### src/rtl/fnd_mux_scanner.sv
`default_nettype none
// +------------------------------------------------------------------------+
// | fnd_mux_scanner: channel select, double-dabble BCD, multiplexed FND.   |
// | FND_LZB_EN enables leading-zero blanking.   Rev 1.0                    |
// +------------------------------------------------------------------------+
module fnd_mux_scanner #(
    parameter int NUM_CH     = 4,
    parameter int DATA_W     = 14,
    parameter int NUM_DIGITS = 4,
    parameter int SCAN_DIV   = 100000,
    parameter int AUTO_DIV   = 200000000,
    parameter int CH_W       = $clog2(NUM_CH)
) (
    input  logic                     sysclk,
    input  logic                     i_rst_n,
    input  logic [NUM_CH*DATA_W-1:0] i_data,
    input  logic [CH_W-1:0]          i_ch_sel,
    input  logic                     i_auto,
    output logic [NUM_DIGITS-1:0]    o_fndSelect,
    output logic [7:0]               o_fndFont,
    output logic [CH_W-1:0]          o_ch_active,
    output logic                     o_ovf
);

    function automatic int dec_digits(input int w);
        longint v;
        int     n;
        v = (longint'(1) << w) - 1;
        n = 1;
        for (int i = 0; i < 20; i++) begin
            if (v >= 10) begin
                v = v / 10;
                n = n + 1;
            end
        end
        return n;
    endfunction

    function automatic logic [7:0] seg_font(input logic [3:0] d);
        logic [7:0] f;
        case (d)
            4'd0:    f = 8'hC0;
            4'd1:    f = 8'hF9;
            4'd2:    f = 8'hA4;
            4'd3:    f = 8'hB0;
            4'd4:    f = 8'h99;
            4'd5:    f = 8'h92;
            4'd6:    f = 8'h82;
            4'd7:    f = 8'hF8;
            4'd8:    f = 8'h80;
            4'd9:    f = 8'h90;
            default: f = 8'hFF;
        endcase
        return f;
    endfunction

    localparam int NIB    = dec_digits(DATA_W);
    localparam int BCD_W  = 4 * NIB;
    localparam int DISP_W = 4 * NUM_DIGITS;
    localparam int PAD_W  = (NIB > NUM_DIGITS) ? BCD_W : DISP_W;
    localparam int SCAN_W = (SCAN_DIV > 1) ? $clog2(SCAN_DIV) : 1;
    localparam int AUTO_W = (AUTO_DIV > 1) ? $clog2(AUTO_DIV) : 1;
    localparam int DIG_W  = (NUM_DIGITS > 1) ? $clog2(NUM_DIGITS) : 1;
    localparam int SH_W   = $clog2(DATA_W + 1);
    localparam logic [CH_W:0] NUM_CH_C = (CH_W + 1)'(NUM_CH);

    typedef enum logic [1:0] {
        IDLE  = 2'd0,
        LOAD  = 2'd1,
        SHIFT = 2'd2,
        DONE  = 2'd3
    } state_t;

    state_t              state, state_nxt;
    logic [SCAN_W-1:0]   scan_cnt;
    logic [DIG_W-1:0]    digit_idx, digit_idx_nxt;
    logic                scan_tc, frame_wrap, start;
    logic [AUTO_W-1:0]   auto_cnt;
    logic [CH_W-1:0]     rot_ch, sel_ch, conv_ch;
    logic [DATA_W-1:0]   bin;
    logic [BCD_W-1:0]    bcd, bcd_adj;
    logic [SH_W-1:0]     sh_cnt;
    logic [PAD_W-1:0]    bcd_pad;
    logic                conv_ovf, commit;
    logic [DISP_W-1:0]   disp, disp_nxt;
    logic                valid, valid_nxt, ovf_nxt, blank;
    logic [NUM_DIGITS-1:0] sel_nxt, digit_onehot;
    logic [7:0]          font_nxt;
    logic [3:0]          nib;

    assign scan_tc    = (scan_cnt == SCAN_W'(SCAN_DIV - 1));
    assign frame_wrap = scan_tc && (digit_idx == DIG_W'(NUM_DIGITS - 1));

    always_comb begin
        digit_idx_nxt = digit_idx;
        if (scan_tc) begin
            digit_idx_nxt = (digit_idx == DIG_W'(NUM_DIGITS - 1)) ? '0 : digit_idx + 1'b1;
        end
    end

    // start resets high so the first cycle after release forces a conversion
    always_ff @(posedge sysclk or negedge i_rst_n) begin
        if (!i_rst_n) begin
            scan_cnt  <= '0;
            digit_idx <= '0;
            start     <= 1'b1;
        end else begin
            scan_cnt  <= scan_tc ? '0 : scan_cnt + 1'b1;
            digit_idx <= digit_idx_nxt;
            start     <= frame_wrap;
        end
    end

    always_ff @(posedge sysclk or negedge i_rst_n) begin
        if (!i_rst_n) begin
            auto_cnt <= '0;
            rot_ch   <= '0;
        end else if (!i_auto) begin
            auto_cnt <= '0;
        end else if (auto_cnt == AUTO_W'(AUTO_DIV - 1)) begin
            auto_cnt <= '0;
            rot_ch   <= (rot_ch == CH_W'(NUM_CH - 1)) ? '0 : rot_ch + 1'b1;
        end else begin
            auto_cnt <= auto_cnt + 1'b1;
        end
    end

    always_comb begin
        sel_ch = '0;
        if (i_auto) begin
            sel_ch = rot_ch;
        end else if ({1'b0, i_ch_sel} < NUM_CH_C) begin
            sel_ch = i_ch_sel;
        end
    end

    always_ff @(posedge sysclk or negedge i_rst_n) begin
        if (!i_rst_n) begin
            state <= IDLE;
        end else begin
            state <= state_nxt;
        end
    end

    always_comb begin
        state_nxt = state;
        case (state)
            IDLE:    if (start) state_nxt = LOAD;
            LOAD:    state_nxt = SHIFT;
            SHIFT:   if (sh_cnt == SH_W'(DATA_W - 1)) state_nxt = DONE;
            DONE:    state_nxt = IDLE;
            default: state_nxt = IDLE;
        endcase
    end

    always_comb begin
        bcd_adj = bcd;
        for (int i = 0; i < NIB; i++) begin
            if (bcd[i*4 +: 4] >= 4'd5) begin
                bcd_adj[i*4 +: 4] = bcd[i*4 +: 4] + 4'd3;
            end
        end
    end

    always_ff @(posedge sysclk or negedge i_rst_n) begin
        if (!i_rst_n) begin
            conv_ch <= '0;
            bin     <= '0;
            bcd     <= '0;
            sh_cnt  <= '0;
        end else begin
            case (state)
                IDLE: begin
                    if (start) begin
                        conv_ch <= sel_ch;
                        bin     <= i_data[int'(sel_ch)*DATA_W +: DATA_W];
                    end
                end
                LOAD: begin
                    bcd    <= '0;
                    sh_cnt <= '0;
                end
                SHIFT: begin
                    {bcd, bin} <= {bcd_adj, bin} << 1;
                    sh_cnt     <= sh_cnt + 1'b1;
                end
                default: ;
            endcase
        end
    end

    assign commit   = (state == DONE);
    assign bcd_pad  = PAD_W'(bcd);
    assign conv_ovf = |(bcd_pad >> DISP_W);

    // Output registers are fed from next-state values so select and font
    // change on the same edge as the digit index and the display register.
    always_comb begin
        disp_nxt     = commit ? bcd_pad[DISP_W-1:0] : disp;
        valid_nxt    = valid | commit;
        ovf_nxt      = commit ? conv_ovf : o_ovf;
        digit_onehot = NUM_DIGITS'(1) << digit_idx_nxt;
        nib          = disp_nxt[int'(digit_idx_nxt)*4 +: 4];
`ifdef FND_LZB_EN
        blank = (digit_idx_nxt != '0);
        for (int j = 0; j < NUM_DIGITS; j++) begin
            if ((j >= int'(digit_idx_nxt)) && (disp_nxt[j*4 +: 4] != 4'd0)) begin
                blank = 1'b0;
            end
        end
`else
        blank = 1'b0;
`endif
        sel_nxt  = '1;
        font_nxt = 8'hFF;
        if (valid_nxt) begin
            if (ovf_nxt) begin
                sel_nxt  = ~digit_onehot;
                font_nxt = 8'hBF;
            end else if (!blank) begin
                sel_nxt  = ~digit_onehot;
                font_nxt = seg_font(nib);
            end
        end
    end

    always_ff @(posedge sysclk or negedge i_rst_n) begin
        if (!i_rst_n) begin
            disp        <= '0;
            valid       <= 1'b0;
            o_ovf       <= 1'b0;
            o_ch_active <= '0;
            o_fndSelect <= '1;
            o_fndFont   <= 8'hFF;
        end else begin
            disp        <= disp_nxt;
            valid       <= valid_nxt;
            o_ovf       <= ovf_nxt;
            o_fndSelect <= sel_nxt;
            o_fndFont   <= font_nxt;
            if (commit) begin
                o_ch_active <= conv_ch;
            end
        end
    end

endmodule
`default_nettype wire

### config.mk
export PLATFORM = sky130hd
export DESIGN_NAME = fnd_mux_scanner
export DESIGN_NICKNAME = d
export VERILOG_FILES = /design/src/rtl/fnd_mux_scanner.sv
export SDC_FILE = /design/constraint.sdc
export NUM_CORES = 1
export LEC_CHECK = 0
export ABC_CLOCK_PERIOD_IN_PS = 3100
export BUFFER_PORTS_ARGS = -buffer_cell sky130_fd_sc_hd__buf_2
export CELL_PAD_IN_SITES_DETAIL_PLACEMENT = 1
export CELL_PAD_IN_SITES_GLOBAL_PLACEMENT = 2
export CORE_MARGIN = 2
export CORE_UTILIZATION = 35
export CTS_BUF_LIST = sky130_fd_sc_hd__clkbuf_4
export CTS_CLUSTER_SIZE = 40
export DETAILED_ROUTE_END_ITERATION = 6
export PLACE_DENSITY_LB_ADDON = 0.1
export SLEW_MARGIN = 20
export SYNTH_ARGS = -nofsm -noshare
export SYNTH_HDL_FRONTEND = slang
export SYNTH_SLANG_ARGS = --single-unit
### constraint.sdc
create_clock -name sysclk -period 3.1 [get_ports sysclk]
set_input_delay 0 -clock sysclk [delete_from_list [all_inputs] [get_ports sysclk]]
set_output_delay 0 -clock sysclk [all_outputs]
set_load 0.02 [all_outputs]
==> results.json, run 1 <==
{
  "synth.distinct_cells": 57,
  "gp_congestion": 0.785,
  "syn_area_per_cell_um2": 10.0,
  "period_needed_ns": 2.88,
  "synth.top_cell.area_share_pct": 41.7,
  "crit_path_end_kind": "flop",
  "crit_buf_inv": 3,
  "yosys_warnings": 0,
  "port_buffers": 74,
  "via_count": 5205,
  "dieArea_mm2": 0.0202,
  "grt_pass1_vias": 5755,
  "cp_common_cell": "mux2_2",
  "ys_top_cells_by_area": "dfrtp_1 42%, dfstp_2 4.7%, ha_1 4.7%",
  "insertion_delay_ns": 0.52,
  "gr-usage-all-layers_pct": 17.5,
  "syn_nets": 750,
  "synth_cells": 664,
  "fmax_mhz": 347,
  "crit_path_max_fanout": 26,
  "start_kind": "flop",
  "cp_slowest_cell": "mux4_2",
  "via_per_inst": 5.10,
  "yosys_register_bits": 123,
  "grt_pass1_wl_um": 28200,
  "postCtsHoldBufs": 28,
  "postSynth.asyncResetShare_pct": 100,
  "max-cap-violations": 0,
  "cpPeakStageDelay_ns": 0.46,
  "clockBufferDepth": 2,
  "ctsHtreeMaxLevel": 4,
  "dp_slack_ns": 0.235,
  "leakagePower_nw": 3.59,
  "slew_viol_final": 0,
  "routedWlPerCell_um": 16.1,
  "hold_viol": 0,
  "drive_above_1_share_pct": 22.8,
  "synth_most_common_cell": "dfrtp_1",
  "cts_resized": 0,
  "powerDensity_mw_per_mm2": 377,
  "cts_tree": "built",
  "vdd_drop_max_uv": 205,
  "drt_iter0_drc": 177,
  "path_depth": 11,
  "wirelength_um": 16400,
  "postRouteAntennaNets": 0,
  "overflow": 0,
  "slew_headroom_pct": 34.7,
  "clk_root_buffer_cell": "clkbuf_4",
  "cts-buffers-inserted": 17,
  "syn_to_final_growth_pct": 19.1,
  "cts_setup_buffers": 0,
  "clock_sinks": 123,
  "r2r_cells": 11,
  "synth_area_leader_cell": "dfrtp_1",
  "syn_area_mm2": 0.00666,
  "status": "finished, final reports clean",
  "path_class": "reg2reg",
  "yosysSeqAreaShare_pct": 46.4,
  "cp.arrival_ns": 3.31,
  "setup_tns_ns": 0,
  "utilization_pct": 42.4,
  "grt_max_degree": 80,
  "path_cells": "ha_1 > buf_12 > mux2_2 > mux4_2 > mux2_2 > inv_1 > ha_1 > inv_1 > mux2_2 > o2bb2ai_1 > nand2_1",
  "finClkSkew_ns": 0.0151,
  "fin_ws_ns": 0.219,
  "setup_viol": 0,
  "antenna_found_initial": 1,
  "rsz0062_at_grt": "no",
  "fin_nets": 859,
  "initial_core_util_pct": 35.6,
  "synth_flop_cell": "dfrtp_1",
  "pin_count": 76,
  "firstDrtPassIters": 4,
  "chipHeight_um": 142,
  "worstMarginPinSlew_ns": 0.961,
  "hold_class": "in2async",
  "path_clk_slew_ns": 0.12,
  "die_width_um": 142,
  "synth_edf_count": 0,
  "required_ns": 3.53,
  "drc_errors": 0,
  "fin_crit_sh_pct": 92.9,
  "dpl.hpwl_um": 11700,
  "crit_family": "multiplexers",
  "ys_top_cells_by_count": "111 x dfrtp_1, 70 x nand2_1, 55 x nor2_1",
  "fp-row-count": 50,
  "core_mm2": 0.0187
}
worst reg2reg max path, delay by kind of cell (launching register included):
kind            cells  cell delay (ns)
simple gates        1             0.06
buf+inv             3             0.37
mux                 4             1.44
fa+ha+maj           2             0.39
compound gates      1             0.15
flops               1             0.40
where the power goes:
group	internal [mW]	switching, mW	total [mW]
Sequential	1.61	0.00340	1.61
Combinational	0.0966	0.0969	0.193
Clock	0.582	0.608	1.19
metal layers:
layer	part of all wire (%)	routed length [um]	track usage, %
met1	46	7570	22.2
met2	51	8410	30.6
met3	1.8	296	3.30
met4	1.1	179	4.74
met5	0	0	0
placed cells by master (no fill, tap or decap), types with 12 or more instances in the layout:
cell type      netlist  routed
dfrtp_1            111     111
inv_1               38      38
a21oi_1             27      27
mux2_2              24      24
clkbuf_4             0      21
xnor2_1             23      23
o21ai_0             40      40
and2_0              14      14
nor2_1              55      55
nand2_1             70      70
dlygate4sd3_1        0      28
nand3_1             26      26
dfstp_2             12      12
ha_1                25      25
a211oi_1            15      15
buf_2                1      73
xor2_1              25      25
a311oi_1            14      14
buf_4                2      15
nand4_1             12      12
logic make-up (layout without fill, tap and decap cells):
group | Yosys count | in the layout | share of synthesized area [%]
simple gates | 233 | 233 | 17.3
other cells | 1 | 2 | 0.0563
flops | 123 | 123 | 46.4
mux | 47 | 47 | 9.92
xor+xnor | 48 | 48 | 6.31
fa+ha+maj | 25 | 25 | 4.69
compound gates | 120 | 120 | 11.1
buf+inv | 67 | 189 | 4.19
through the flow:
| stage | instance area, um^2 | total power, mW | instances | hold slack (ns) |
|---|---|---|---|---|
| 2_1_floorplan | 6660 | 1.70 | 664 | -0.296 |
| 3_3_place_gp | 7360 | 1.80 | 960 | 0.229 |
| 3_5_place_dp | 7360 | 1.80 | 960 | 0.248 |
| 4_1_cts | 7920 | 3.05 | 1020 | 0.0390 |
| 5_1_grt | 7940 | 3.13 | 1021 | 0.0675 |
| 6_report | 7940 | 3.00 | 1021 | 0.0546 |
final cells by class:
type	count	area, um^2
clock inverters	11	129
diodes	1	2.50
inverters	38	143
clock buffers	21	158
well taps	234	293
repair buffers	119	810
flip-flops and latches	123	3090
fillers	2165	10800
multi-input cells	474	3310
sequential cells by signal, indices dropped and copies added, names as in the netlist:
name and cells:
auto_cnt 28, bcd 20, bin 14, conv_ch 2, digit_idx 2, disp 16, o_ch_active 2, o_fndFont 7
o_fndSelect 4, o_ovf 1, rot_ch 2, scan_cnt 17, sh_cnt 4, start 1, state 2, valid 1
path summary, 6_finish.rpt:
path | startpoint | to | slack, ns
worst max-delay path | state[0] | o_fndFont[4] | 0.22
worst max register to register | state[0] | o_fndFont[4] | 0.22
max in group asynchronous | i_rst_n | bcd[2] | 2.29
min in group sysclk | i_ch_sel[0] | conv_ch[0] | 0.07
worst min register to register | scan_cnt[0] | scan_cnt[0] | 0.49
worst min-delay path | i_rst_n | auto_cnt[17] | 0.05
Power figures use the tool's default switching activity.
==> inputs of run 2 (changes only) <==
--- a/config.mk
+++ b/config.mk
@@ -5,12 +5,12 @@
 export SDC_FILE = /design/constraint.sdc
 export NUM_CORES = 1
 export LEC_CHECK = 0
-export ABC_CLOCK_PERIOD_IN_PS = 3100
+export ABC_CLOCK_PERIOD_IN_PS = 3000
 export BUFFER_PORTS_ARGS = -buffer_cell sky130_fd_sc_hd__buf_2
 export CELL_PAD_IN_SITES_DETAIL_PLACEMENT = 1
 export CELL_PAD_IN_SITES_GLOBAL_PLACEMENT = 2
 export CORE_MARGIN = 2
-export CORE_UTILIZATION = 35
+export CORE_UTILIZATION = 39
 export CTS_BUF_LIST = sky130_fd_sc_hd__clkbuf_4
 export CTS_CLUSTER_SIZE = 40
 export DETAILED_ROUTE_END_ITERATION = 6
==> constraint.sdc (replaced) <==
create_clock -name sysclk -period 3 [get_ports sysclk]
set_input_delay 0 -clock sysclk [delete_from_list [all_inputs] [get_ports sysclk]]
set_output_delay 0 -clock sysclk [all_outputs]
set_load 0.02 [all_outputs]
==> run 2 against run 1 <==
Net effect:
- power increased by 2.5%
- critical endpoint unchanged
- fmax increased by 2.0%
- critical path depth unchanged
- flip-flop and latch count unchanged
- setup slack got worse by 0.044 ns
==> results.json, run 2 (synthesized netlist as in run 1, its figures left out) <==
{
  "largest_reg_flops": 28,
  "status": "finished, final reports clean",
  "power_frac_comb_pct": 6.6,
  "powerDensity_mw_per_mm2": 388,
  "vdd_drop_max_uv": 219,
  "worstReg2RegStart": "state[0]",
  "setup_viol": 0,
  "seqPwrFrac_pct": 54.2,
  "whs_ns": 0.0882,
  "core_mm2": 0.0166,
  "start_kind": "flop",
  "p_sw_share_pct": 23.9,
  "grt_max_degree": 66,
  "cts-buffers-inserted": 17,
  "fin_ws_ns": 0.176,
  "syn_to_final_growth_pct": 18.9,
  "port_buffers": 74,
  "p_sw_mw": 0.733,
  "min_from": "i_ch_sel[0]",
  "finClkSkew_ns": 0.0148,
  "layout.cells.non_filler": 1007,
  "cp_slowest_cell": "mux4_2",
  "final_area_mm2": 0.00792,
  "period_needed_ns": 2.82,
  "fillerInstances": 1901,
  "path_cells": "ha_1 > buf_12 > mux2_2 > mux4_2 > mux2_2 > inv_1 > ha_1 > inv_1 > mux2_2 > o2bb2ai_1 > nand2_1",
  "drc_errors": 0,
  "crit_buf_inv": 3,
  "worstMarginPinSlew_ns": 0.877,
  "hold_viol": 0,
  "top_layer": "met4",
  "firstDrtPassIters": 4,
  "top_register": "auto_cnt",
  "required_ns": 3.45,
  "diodes": 0,
  "via_count": 5280,
  "path_clk_slew_ns": 0.11,
  "layout_common_cells": "111 x dfrtp_1, 73 x buf_2, 70 x nand2_1, 55 x nor2_1, 40 x o21ai_0",
  "path_depth": 11,
  "p_clk_share_pct": 39.2,
  "met1_length_um": 7260,
  "postRouteAntennaNets": 0,
  "insertion_delay_ns": 0.53,
  "setup_tns_ns": 0,
  "cp_common_cell": "mux2_2",
  "wl_met2_um": 8640,
  "ctsHtreeMaxLevel": 4,
  "slew_viol_final": 0,
  "path_class": "reg2reg",
  "hold_depth": 4,
  "setup.worst_path.start": "state[0]",
  "wl_met3_um": 428,
  "utilization_pct": 47.6,
  "clock_sinks": 123,
  "clockBufferDepth": 2,
  "fin_nets": 860,
  "dieArea_mm2": 0.0181,
  "r2r_cells": 11,
  "crit_family": "multiplexers",
  "fp-row-count": 47,
  "p_int_mw": 2.34,
  "slew_headroom_pct": 40.4,
  "fmax_mhz": 354,
  "pin_count": 76,
  "overflow": 0,
  "dp.cells": 947,
  "wirelength_um": 16500,
  "routedWlPerCell_um": 16.4,
  "antenna_found_initial": 0,
  "leakagePower_nw": 3.61,
  "multi_input_area_mm2": 0.00330,
  "drive_above_1_share_pct": 22.9,
  "rsz0062_at_grt": "no",
  "crit_path_max_fanout": 26,
  "gp_congestion": 0.743,
  "finalPower_mw": 3.07,
  "chipHeight_um": 135,
  "initial_core_util_pct": 40.0,
  "fin_crit_sh_pct": 94.1,
  "final_common_cell": "dfrtp_1",
  "cp.arrival_ns": 3.27,
  "max-cap-violations": 0,
  "clk_root_buffer_cell": "clkbuf_4",
  "dpl.hpwl_um": 11800,
  "grt_pass1_wl_um": 28400,
  "area.sequential_mm2": 0.00309,
  "via_per_inst": 5.24,
  "post_dp_cell_area_mm2": 0.00735,
  "hold_class": "in2reg",
  "drt_iter0_drc": 206,
  "crit_path_end_kind": "flop",
  "die_width_um": 135,
  "cpPeakStageDelay_ns": 0.46,
  "reg_top3": "auto_cnt (28), bcd (20), scan_cnt (17)",
  "cts_tree": "built",
  "dp_slack_ns": 0.193,
  "grt_pass1_vias": 5817,
  "gr-usage-all-layers_pct": 19.7
}
run 2: worst reg2reg max path: cells and delay by family, from the launching register on:
family / cells / cell delay (ns)
compound gates: 1 / 0.14
fa+ha+maj: 2 / 0.37
mux: 4 / 1.42
buf+inv: 3 / 0.35
simple gates: 1 / 0.07
flops: 1 / 0.39
run 2: power groups by stage:
stage	Combinational, mW	Sequential (mW)	Clock [mW]
after CTS	0.206	1.67	1.26
after floorplan	0.0658	1.70	0
after global routing	0.228	1.67	1.33
after global placement	0.161	1.70	0
final	0.202	1.66	1.20
after detailed placement	0.165	1.70	0
run 2: cell type report:
class	count	share of cell area [%]
flip-flops and latches	123	39.0
inverters	38	1.80
clock inverters	14	1.93
repair buffers	120	10.4
well taps	220	3.47
clock buffers	18	1.71
multi-input cells	474	41.6
run 2: path summary, 6_finish.rpt:
path,slack [ns],endpoint
setup / recovery,0.18,o_fndFont[4]
hold / removal,0.09,conv_ch[0]
setup reg to reg,0.18,o_fndFont[4]
hold reg to reg,0.48,conv_ch[1]
max in group asynchronous,2.04,start
min in group asynchronous,0.10,auto_cnt[17]
run 2: timing repair:
item / CTS / global route
endpoints found under the hold margin: 76 / 0
setup endpoints to repair: 0 / 0
gates resized for setup: 0 / 0
hold buffers: 28 / 0
setup buffers: 0 / 0
run 2: layer usage:
layer / vias up / global-route usage, %
met5: - / 0
met4: 0 / 5.85
met3: 14 / 3.79
met2: 52 / 35.1
met1: 2666 / 24.2
li1: 2548 / -
==> inputs of run 3 (changes only) <==
--- a/config.mk
+++ b/config.mk
@@ -10,11 +10,11 @@
 export CELL_PAD_IN_SITES_DETAIL_PLACEMENT = 1
 export CELL_PAD_IN_SITES_GLOBAL_PLACEMENT = 2
 export CORE_MARGIN = 2
-export CORE_UTILIZATION = 39
-export CTS_BUF_LIST = sky130_fd_sc_hd__clkbuf_4
+export CORE_UTILIZATION = 38
+export CTS_BUF_LIST = sky130_fd_sc_hd__clkbuf_16
 export CTS_CLUSTER_SIZE = 40
 export DETAILED_ROUTE_END_ITERATION = 6
-export PLACE_DENSITY_LB_ADDON = 0.1
+export PLACE_DENSITY = 0.87
 export SLEW_MARGIN = 20
 export SYNTH_ARGS = -nofsm -noshare
 export SYNTH_HDL_FRONTEND = slang
==> run 3 against run 2 <==
Net effect:
- sequential share of layout area decreased by 0.34 points
- cell area grew 0.88%
- routed wire length fell by 0.68%
- setup slack worse by 0.0064 ns
- final cell count is 2.3% lower
- largest cell class unchanged
- combinational power decreased by 21%
- critical path depth unchanged
- flip-flop and latch count unchanged
==> results.json, run 3 (synthesized netlist as in run 1, its figures left out) <==
{
  "status": "finished, final reports clean",
  "hold_class": "in2reg",
  "crit_path_max_fanout": 26,
  "ctsHtreeMaxLevel": 4,
  "clockBufferDepth": 2,
  "fin_nets": 832,
  "slew_viol_final": 0,
  "slew_headroom_pct": 43.2,
  "grt_pass1_vias": 5604,
  "required_ns": 3.33,
  "pin_count": 76,
  "finalPower_mw": 3.99,
  "chipHeight_um": 136,
  "leakagePower_nw": 3.62,
  "routedWlPerCell_um": 16.7,
  "rsz0062_at_grt": "no",
  "path_clk_slew_ns": 0.06,
  "cp_common_cell": "mux2_2",
  "diodes": 0,
  "reg_top3": "auto_cnt (28), bcd (20), scan_cnt (17)",
  "worstMarginPinSlew_ns": 0.844,
  "syn_to_final_growth_pct": 20.0,
  "via_per_inst": 5.29,
  "wirelength_um": 16400,
  "hold_viol": 0,
  "via_count": 5209,
  "port_buffers": 74,
  "drive_above_1_share_pct": 23.7,
  "largest_reg_flops": 28,
  "cpPeakStageDelay_ns": 0.45,
  "gr-usage-all-layers_pct": 18.9,
  "drt_iter0_drc": 222,
  "setup_viol": 0,
  "fin_crit_sh_pct": 94.4,
  "overflow": 0,
  "fp-row-count": 48,
  "layout.cells.non_filler": 984,
  "layout_common_cells": "111 x dfrtp_1, 73 x buf_2, 70 x nand2_1, 54 x nor2_1, 40 x o21ai_0",
  "setup_tns_ns": 0,
  "crit_path_end_kind": "flop",
  "cp.arrival_ns": 3.16,
  "dpl.hpwl_um": 11600,
  "clk_root_buffer_cell": "clkbuf_16",
  "grt_max_degree": 66,
  "antenna_found_initial": 0,
  "cts-buffers-inserted": 17,
  "postRouteAntennaNets": 0,
  "fmax_mhz": 353,
  "grt_pass1_wl_um": 27500,
  "fillerInstances": 1913,
  "initial_core_util_pct": 38.7,
  "path_class": "reg2reg",
  "final_common_cell": "dfrtp_1",
  "path_cells": "ha_1 > buf_12 > mux2_2 > mux4_2 > mux2_2 > inv_1 > ha_1 > inv_1 > mux2_2 > o2bb2ai_1 > nand2_1",
  "utilization_pct": 46.4,
  "dieArea_mm2": 0.0186,
  "area.sequential_mm2": 0.00309,
  "insertion_delay_ns": 0.42,
  "start_kind": "flop",
  "die_width_um": 136,
  "cts_tree": "built",
  "cts_setup_buffers": 0,
  "top_register": "auto_cnt",
  "finClkSkew_ns": 0.00645,
  "cp_slowest_cell": "mux4_2",
  "whs_ns": 0.0473,
  "crit_buf_inv": 3,
  "gp_congestion": 0.827,
  "crit_family": "multiplexers",
  "max-cap-violations": 0,
  "core_mm2": 0.0172,
  "clock_sinks": 123,
  "period_needed_ns": 2.83,
  "multi_input_area_mm2": 0.00330,
  "firstDrtPassIters": 4,
  "vdd_drop_max_uv": 466,
  "dp.cells": 950,
  "drc_errors": 0,
  "powerDensity_mw_per_mm2": 499
}
==> run 3: cell type report <==
type | instances | share of cell area [%]
well taps | 225 | 3.52
clock buffers | 17 | 5.32
repair buffers | 92 | 6.89
flip-flops and latches | 123 | 38.7
multi-input cells | 474 | 41.3
inverters | 38 | 1.78
clock inverters | 15 | 2.49
==> run 3: worst reg2reg max path, cell delays in order (launching register included) <==
cell,delay (ns)
dfrtp_1,0.37
ha_1,0.20
buf_12,0.20
mux2_2,0.38
mux4_2,0.45
mux2_2,0.32
inv_1,0.12
ha_1,0.18
inv_1,0.05
mux2_2,0.26
o2bb2ai_1,0.15
nand2_1,0.07
==> run 3: worst paths after layout <==
check                               start        endpoint  slack (ns)  cells past startpoint
max in group asynchronous         i_rst_n  o_fndSelect[3]        1.93                      3
worst max register to register   state[0]    o_fndFont[4]        0.17                     11
min in group asynchronous         i_rst_n          bin[3]        0.21                      2
worst max-delay path             state[0]    o_fndFont[4]        0.17                     11
worst min-delay path            i_data[7]          bin[7]        0.05                      5
worst min register to register    bin[12]         bin[12]        0.49                      2
==> run 3: metal layers <==
metal	up-vias	part of all wire (%)	wire (um)	global-route usage [%]
met1	2640	42	6950	22.1
li1	2500	-	-	-
met5	-	0	0	0
met2	46	54	8910	34.4
met4	0	1.7	279	7.00
met3	23	1.6	268	3.17
==> run 3: timing repair <==
| item | in CTS | in global routing |
|---|---|---|
| setup endpoints to repair | 0 | 1 |
| endpoints found under the hold margin | 59 | 0 |
| resized for setup | 0 | 1 |
| hold buffers | 2 | 0 |
==> run 3: power by group <==
| part | internal (mW) | leakage, nW | total, mW | switching (mW) |
|---|---|---|---|---|
| combinational | 0.0660 | 1.75 | 0.159 | 0.0931 |
| sequential | 1.66 | 1.58 | 1.67 | 0.00328 |
| clock | 1.39 | 0.293 | 2.16 | 0.773 |
==> run 3: through the flow <==
stage	setup WS, ns	area, um^2
floorplan	0.0290	6660
global placement	0.262	7350
detailed placement	0.168	7350
CTS	0.129	7990
global route	0.0153	7990
finish	0.169	7990
